### config.mk
export PLATFORM = sky130hd
export DESIGN_NAME = rdmx_recv_be
export DESIGN_NICKNAME = d
export VERILOG_FILES = /design/src/rtl/rdmx_pkg.sv /design/src/rtl/rdmx_strb_gen.sv /design/src/rtl/rdmx_recv_be.sv
export SDC_FILE = /design/constraint.sdc
export NUM_CORES = 1
export LEC_CHECK = 0
export CORE_AREA = 5 5 521 523
export CTS_CLUSTER_SIZE = 10
export DETAILED_ROUTE_END_ITERATION = 8
export DIE_AREA = 0 0 526 528
export GPL_TIMING_DRIVEN = 0
export HOLD_SLACK_MARGIN = 0.15
export PLACE_DENSITY_LB_ADDON = 0.12
export SYNTH_ARGS = -nofsm -noshare
export SYNTH_HDL_FRONTEND = slang
export SYNTH_SLANG_ARGS = --single-unit
export TNS_END_PERCENT = 50
### constraint.sdc
create_clock -name clk -period 10.15 [get_ports clk]
set_input_delay 2.03 -clock clk [delete_from_list [all_inputs] [get_ports clk]]
set_output_delay 2.03 -clock clk [all_outputs]
set_load 0.02 [all_outputs]
### src/rtl/rdmx_pkg.sv
// Shared constants for the RDMX receive back end.
//   BPB, BEAT_WBITS, MAX_PLEN : beat geometry for the default 512-bit datapath
//   AXI_BURST_INCR, AXI_RESP_OKAY : AXI4 encodings used on the write channels
//   ST_* : controller state encodings
package rdmx_pkg;

  localparam int DATA_WBITS_DEF = 512;
  localparam int BPB            = DATA_WBITS_DEF / 8;
  localparam int BEAT_WBITS     = $clog2(BPB);
  localparam int MAX_PLEN       = 256 * BPB;

  localparam logic [1:0] AXI_BURST_INCR = 2'b01;
  localparam logic [1:0] AXI_RESP_OKAY  = 2'b00;

  localparam logic [2:0] ST_IDLE    = 3'd0;
  localparam logic [2:0] ST_AW      = 3'd1;
  localparam logic [2:0] ST_DATA    = 3'd2;
  localparam logic [2:0] ST_PAD     = 3'd3;
  localparam logic [2:0] ST_DRAIN_W = 3'd4;
  localparam logic [2:0] ST_DRAIN   = 3'd5;
  localparam logic [2:0] ST_RESP    = 3'd6;

endpackage

### src/rtl/rdmx_strb_gen.sv
// Last-beat write strobe generator.
//   rem  : packet length modulo bytes-per-beat
//   strb : low 'rem' byte lanes enabled; rem == 0 means the last beat is full
module rdmx_strb_gen #(
  parameter int BYTES = 64
) (
  input  logic [$clog2(BYTES)-1:0] rem,
  output logic [BYTES-1:0]         strb
);

  localparam logic [BYTES-1:0] ONE = BYTES'(1);

  always_comb begin
    strb = '1;
    if (rem != '0) strb = (ONE << rem) - ONE;
  end

endmodule

### src/rtl/rdmx_recv_be.sv
// RDMX receive back end: turns an (address, length, data) AXI-Stream triplet
// into one AXI4 INCR write burst per packet, waiting for B before the next.
//   clk, resetn            : clock, asynchronous active-low reset
//   AXIS_ADDR_* / PLEN_*   : packet header streams, accepted together
//   AXIS_DATA_*            : packet payload stream, TLAST marks the final beat
//   M_AXI_AW* / W* / B*    : AXI4 write master (single burst in flight)
//   length_err, bresp_err  : single-cycle error pulses
//   busy                   : controller not idle
//   pkt_count, err_count   : statistics, present only when the build defines
//                            RDMX_RECV_BE_STATS_EN (otherwise tied to zero)
module rdmx_recv_be
  import rdmx_pkg::*;
#(
  parameter int DATA_WBITS = DATA_WBITS_DEF,
  parameter int ADDR_WBITS = 64,
  parameter int AXI_ID     = 0
) (
  input  logic                    clk,
  input  logic                    resetn,
  input  logic [ADDR_WBITS-1:0]   AXIS_ADDR_TDATA,
  input  logic                    AXIS_ADDR_TVALID,
  output logic                    AXIS_ADDR_TREADY,
  input  logic [15:0]             AXIS_PLEN_TDATA,
  input  logic                    AXIS_PLEN_TVALID,
  output logic                    AXIS_PLEN_TREADY,
  input  logic [DATA_WBITS-1:0]   AXIS_DATA_TDATA,
  input  logic                    AXIS_DATA_TLAST,
  input  logic                    AXIS_DATA_TVALID,
  output logic                    AXIS_DATA_TREADY,
  output logic [ADDR_WBITS-1:0]   M_AXI_AWADDR,
  output logic [7:0]              M_AXI_AWLEN,
  output logic [2:0]              M_AXI_AWSIZE,
  output logic [1:0]              M_AXI_AWBURST,
  output logic [3:0]              M_AXI_AWID,
  output logic                    M_AXI_AWVALID,
  input  logic                    M_AXI_AWREADY,
  output logic [DATA_WBITS-1:0]   M_AXI_WDATA,
  output logic [DATA_WBITS/8-1:0] M_AXI_WSTRB,
  output logic                    M_AXI_WLAST,
  output logic                    M_AXI_WVALID,
  input  logic                    M_AXI_WREADY,
  input  logic [1:0]              M_AXI_BRESP,
  input  logic                    M_AXI_BVALID,
  output logic                    M_AXI_BREADY,
  output logic                    length_err,
  output logic                    bresp_err,
  output logic                    busy,
  output logic [31:0]             pkt_count,
  output logic [31:0]             err_count
);

  localparam int          BYTES    = DATA_WBITS / 8;
  localparam int          BEAT_W   = $clog2(BYTES);
  localparam logic [16:0] PLEN_MAX = 17'(256 * BYTES);

  logic [2:0]            state_q, state_d;
  logic [7:0]            beat_q, beat_d;
  logic                  run_q, run_d;
  logic [ADDR_WBITS-1:0] addr_q, addr_d;
  logic [7:0]            awlen_q, awlen_d;
  logic [BEAT_W-1:0]     rem_q, rem_d;
  logic [BYTES-1:0]      last_strb;
  logic [15:0]           plen_m1;
  logic                  plen_ok, last_beat, hdr_rdy;

  rdmx_strb_gen #(.BYTES(BYTES)) u_strb_gen (
    .rem  (rem_q),
    .strb (last_strb)
  );

  assign plen_ok   = (AXIS_PLEN_TDATA != 16'd0) && ({1'b0, AXIS_PLEN_TDATA} <= PLEN_MAX);
  assign plen_m1   = AXIS_PLEN_TDATA - 16'd1;
  assign last_beat = (beat_q == awlen_q);
  assign run_d     = 1'b1;

  always_comb begin
    state_d          = state_q;
    beat_d           = beat_q;
    addr_d           = addr_q;
    awlen_d          = awlen_q;
    rem_d            = rem_q;
    hdr_rdy          = 1'b0;
    AXIS_DATA_TREADY = 1'b0;
    M_AXI_AWVALID    = 1'b0;
    M_AXI_AWADDR     = '0;
    M_AXI_AWLEN      = '0;
    M_AXI_AWSIZE     = '0;
    M_AXI_AWBURST    = '0;
    M_AXI_AWID       = '0;
    M_AXI_WVALID     = 1'b0;
    M_AXI_WDATA      = '0;
    M_AXI_WSTRB      = '0;
    M_AXI_WLAST      = 1'b0;
    M_AXI_BREADY     = 1'b0;
    length_err       = 1'b0;
    bresp_err        = 1'b0;
    case (state_q)
      ST_IDLE: begin
        // run_q keeps the header streams stalled until the first edge after reset.
        hdr_rdy = run_q && AXIS_ADDR_TVALID && AXIS_PLEN_TVALID;
        if (hdr_rdy) begin
          if (plen_ok) begin
            addr_d  = AXIS_ADDR_TDATA;
            awlen_d = 8'(plen_m1 >> BEAT_W);
            rem_d   = AXIS_PLEN_TDATA[BEAT_W-1:0];
            state_d = ST_AW;
          end else begin
            length_err = 1'b1;
            state_d    = ST_DRAIN;
          end
        end
      end
      ST_AW: begin
        M_AXI_AWVALID = 1'b1;
        M_AXI_AWADDR  = addr_q;
        M_AXI_AWLEN   = awlen_q;
        M_AXI_AWSIZE  = 3'(BEAT_W);
        M_AXI_AWBURST = AXI_BURST_INCR;
        M_AXI_AWID    = 4'(AXI_ID);
        if (M_AXI_AWREADY) begin
          beat_d  = '0;
          state_d = ST_DATA;
        end
      end
      ST_DATA: begin
        M_AXI_WVALID     = AXIS_DATA_TVALID;
        M_AXI_WDATA      = AXIS_DATA_TDATA;
        M_AXI_WSTRB      = last_beat ? last_strb : '1;
        M_AXI_WLAST      = last_beat;
        AXIS_DATA_TREADY = M_AXI_WREADY;
        if (AXIS_DATA_TVALID && M_AXI_WREADY) begin
          if (last_beat) begin
            if (AXIS_DATA_TLAST) begin
              state_d = ST_RESP;
            end else begin
              length_err = 1'b1;
              state_d    = ST_DRAIN_W;
            end
          end else begin
            beat_d = beat_q + 8'd1;
            if (AXIS_DATA_TLAST) begin
              length_err = 1'b1;
              state_d    = ST_PAD;
            end
          end
        end
      end
      ST_PAD: begin
        // Finish the promised burst length with empty beats.
        M_AXI_WVALID = 1'b1;
        M_AXI_WLAST  = last_beat;
        if (M_AXI_WREADY) begin
          if (last_beat) state_d = ST_RESP;
          else           beat_d  = beat_q + 8'd1;
        end
      end
      ST_DRAIN_W: begin
        // Burst already complete; discard the stream tail before taking B.
        AXIS_DATA_TREADY = 1'b1;
        if (AXIS_DATA_TVALID && AXIS_DATA_TLAST) state_d = ST_RESP;
      end
      ST_DRAIN: begin
        AXIS_DATA_TREADY = 1'b1;
        if (AXIS_DATA_TVALID && AXIS_DATA_TLAST) state_d = ST_IDLE;
      end
      ST_RESP: begin
        M_AXI_BREADY = 1'b1;
        if (M_AXI_BVALID) begin
          bresp_err = (M_AXI_BRESP != AXI_RESP_OKAY);
          state_d   = ST_IDLE;
        end
      end
      default: state_d = ST_IDLE;
    endcase
  end

  assign AXIS_ADDR_TREADY = hdr_rdy;
  assign AXIS_PLEN_TREADY = hdr_rdy;
  assign busy             = (state_q != ST_IDLE);

  always_ff @(posedge clk or negedge resetn) begin
    if (!resetn) begin
      state_q <= ST_IDLE;
      beat_q  <= '0;
      run_q   <= 1'b0;
    end else begin
      state_q <= state_d;
      beat_q  <= beat_d;
      run_q   <= run_d;
    end
  end

  // Burst descriptor holds only data; it is rewritten before every use.
  always_ff @(posedge clk) begin
    addr_q  <= addr_d;
    awlen_q <= awlen_d;
    rem_q   <= rem_d;
  end

`ifdef RDMX_RECV_BE_STATS_EN
  logic [31:0] pkt_count_q, pkt_count_d;
  logic [31:0] err_count_q, err_count_d;

  always_comb begin
    pkt_count_d = pkt_count_q + {31'd0, (M_AXI_BVALID && M_AXI_BREADY)};
    err_count_d = err_count_q + {31'd0, length_err} + {31'd0, bresp_err};
  end

  always_ff @(posedge clk or negedge resetn) begin
    if (!resetn) begin
      pkt_count_q <= '0;
      err_count_q <= '0;
    end else begin
      pkt_count_q <= pkt_count_d;
      err_count_q <= err_count_d;
    end
  end

  assign pkt_count = pkt_count_q;
  assign err_count = err_count_q;
`else
  assign pkt_count = '0;
  assign err_count = '0;
`endif

endmodule

==> results.toml <==
[clock_network]
post_cts_buffers = 0
cts.htree.levels = 3
cts_resized = 0
cts-root-buf = "clkbuf_16"
tritoncts = "done"
clock_latency_ns = 0.39
cts_buffer_depth = 2
postCtsHoldBufs = 0
cts_buffers = 9
clkTransAtPathRegs_ns = 0.08
clock-sinks = 90

[timing]
fin_hold_ws_ns = 0.5631
setup_tns_ns = 0
rsz0062_at_grt = "no"
worst_pin_slew_ns = 1.226
hold_viol_final = 0
fin_ws_ns = 2.919
skew_ns = 0.01824
slew_viol_final = 0
fin_crit_sh_pct = 71.24
layout_min_cycle_time_ns = 7.231
fmax_mhz = 138.3
slew_headroom_pct = 17.62
final-setup-viol-count = 0

[final_layout]
nets = 3183
final_util_pct = 10.29
area_growth_pct = 186.1
drive_above_1_share_pct = 5.424

[synthesis]
synth-main-ff-cell = "edfxtp_1"
synth.avg_cell_area_um2 = 7.800
synth_top_family_by_area = "simple AND/OR/NAND/NOR gates"
synth_edf_count = 78
synthArstFlopShare_pct = 13.33
synth_compound_area_share_pct = 9.580
ys_ff_latch = 90
synth_xor_area_share_pct = 2.924
muxShareOfSynthArea_pct = 0.5351
synth_most_common_cell = "and2_1"
syn_area_um2 = 9587
synth_common_cells = "and2_1 (590), clkbuf_1 (84), edfxtp_1 (78)"
synth_seq_area_share_pct = 27.56
post_synth_and_or_nand_nor_area_fraction_pct = 47.64
synth_adder_area_share_pct = 0.5221
yosys.cell_types.count = 71
synth_area_leaders = "and2_1 (39%), edfxtp_1 (24%), buf_4 (5.9%)"
synth_top_area_cell = "and2_1"
synthCells = 1229
synth_top_area_share_pct = 38.50
synth_warnings = 0

[worst_setup_path]
startpoint_type = "flop"
crit_required_ns = 8.12
path_class = "flop to output pin"
critPathSlowestCell = "clkdlybuf4s50_1"
worst_setup_path_end_kind = "output pin"
cp_max_fo = 10
path_cells = "or4_4, nor2_1, nand2_1, ha_1, clkbuf_1, clkbuf_1, nor3_1, nand2_1, a31oi_1, clkdlybuf4s50_1"
arrival_ns = 5.20
cp_slowest_stage_delay_ns = 0.79

[floorplan]
die_h_um = 528
core.rowCount = 190
initial_core_util_pct = 3.597
core_area_um2 = 266500
die_area_um2 = 277700
die_w_um = 526
pin_count = 1334

[placed_design]
dp_slack_ns = 2.852
io_buffers = 1263
gp_congestion = 0.9268
dpl.hpwl_um = 168100

[power]
max-vdd-ir-drop_v = 0.0001801
p_leak_nw = 9.081
powerDensity_nw_per_um2 = 222.2
power.total_w = 0.006095

[global_route]
track_usage_pct = 12.34
first_global_vias = 14980
antenna_found_initial = 148
grt_max_degree = 41
grt.overflow.total = 0
grt_pass1_wl_um = 214800

[drt]
dr.first_iter.drc_count = 755
wirelength_um = 181000
ant_nets = 0
num_vias = 14720
via_per_inst = 2.386
post_drt_wl_per_cell_um = 29.35
drc = 0
first_pass_iters = 5

[worst_hold_path]
hold_class = "flop to flop"

[status]
status = "completed"

[job]
cap_violations = 0
==> worst max-delay path: cells and delay by family (launching register included) <==
kind | cells | cell delay, ns
compound gates | 1 | 0.60
simple gates | 5 | 1.85
fa+ha+maj | 1 | 0.22
flops | 1 | 0.61
buf+inv | 3 | 1.50
==> cells in the final DEF, fill, tap and decap left out, types with 12 or more instances in the layout <==
cell type        netlist  final
a21oi_1               61     61
and2_1               590    589
buf_2                 15     15
buf_4                 75     77
clkbuf_1              84     83
clkdlybuf4s50_1        0   1263
conb_1                 2     71
dfrtp_1               12     12
diode_2                0     35
edfxtp_1              78     78
nand2_1               44     44
nand3_1               14     14
nor2_1                36     36
nor3_1                16     16
o21ai_0               23     23
xnor2_1               15     15
xor2_1                17     17
==> cells by family after synthesis <==
family / count (synthesis)
and+or+nand+nor: 756
buffers and inverters: 195
AOI/OAI and AO/OA: 145
DFF: 90
xor gates and xnor gates: 32
muxes: 5
adders and majority gates: 4
other: 2
==> stage by stage <==
stage	instance area (µm²)	cells
floorplan	9846	1298
global placement	26930	6113
detailed placement	27020	6117
CTS	27340	6133
global route	27350	6134
finish	27430	6168
==> cell type report <==
class / instances / area [µm²]
diodes: 35 / 87.58
clock buffers: 10 / 229.0
plain buffers: 181 / 1020
clock inverters: 6 / 96.34
fillers: 30910 / 239100
inverters: 14 / 52.55
well taps: 3552 / 4444
multi-input cells: 1013 / 6155
flip-flops and latches: 90 / 2643
repair buffers: 1267 / 12700
==> registers in the layout, summed over array words and instances (netlist names) <==
| name | count |
|---|---|
| run_q | 1 |
| beat_q | 8 |
| awlen_q | 8 |
| addr_q | 64 |
| state_q | 3 |
| rem_q | 6 |
==> per-layer routing <==
metal / vias up / global-route usage [%] / part of all wire, %
li1: 6570 / - / -
met1: 6823 / 13.21 / 36
met2: 1068 / 20.82 / 47
met3: 192 / 7.538 / 14
met4: 64 / 2.519 / 2.4
met5: - / 0 / 0.21
==> worst paths after layout <==
kind	startpoint	endpoint	slack, ns	cells after the start
min in group asynchronous	resetn	run_q$_DFF_PN0_	2.06	1
max in group asynchronous	resetn	state_q[2]$_DFFE_PN0P_	7.62	1
setup reg to reg	state_q[1]$_DFFE_PN0P_	addr_q[10]$_DFFE_PP_	7.23	7
setup / recovery	rem_q[2]$_DFFE_PP_	M_AXI_WSTRB[4]	2.92	10
hold reg to reg	beat_q[7]$_DFFE_PN0P_	beat_q[7]$_DFFE_PN0P_	0.56	2
hold / removal	beat_q[7]$_DFFE_PN0P_	beat_q[7]$_DFFE_PN0P_	0.56	2
==> power by group <==
part	internal, W	total (W)	switching [W]
registers	0.000418	0.000434	0.0000159
logic	0.00199	0.00526	0.00326
clock network	0.000220	0.000402	0.000183
(Power assumes the default switching activity.)
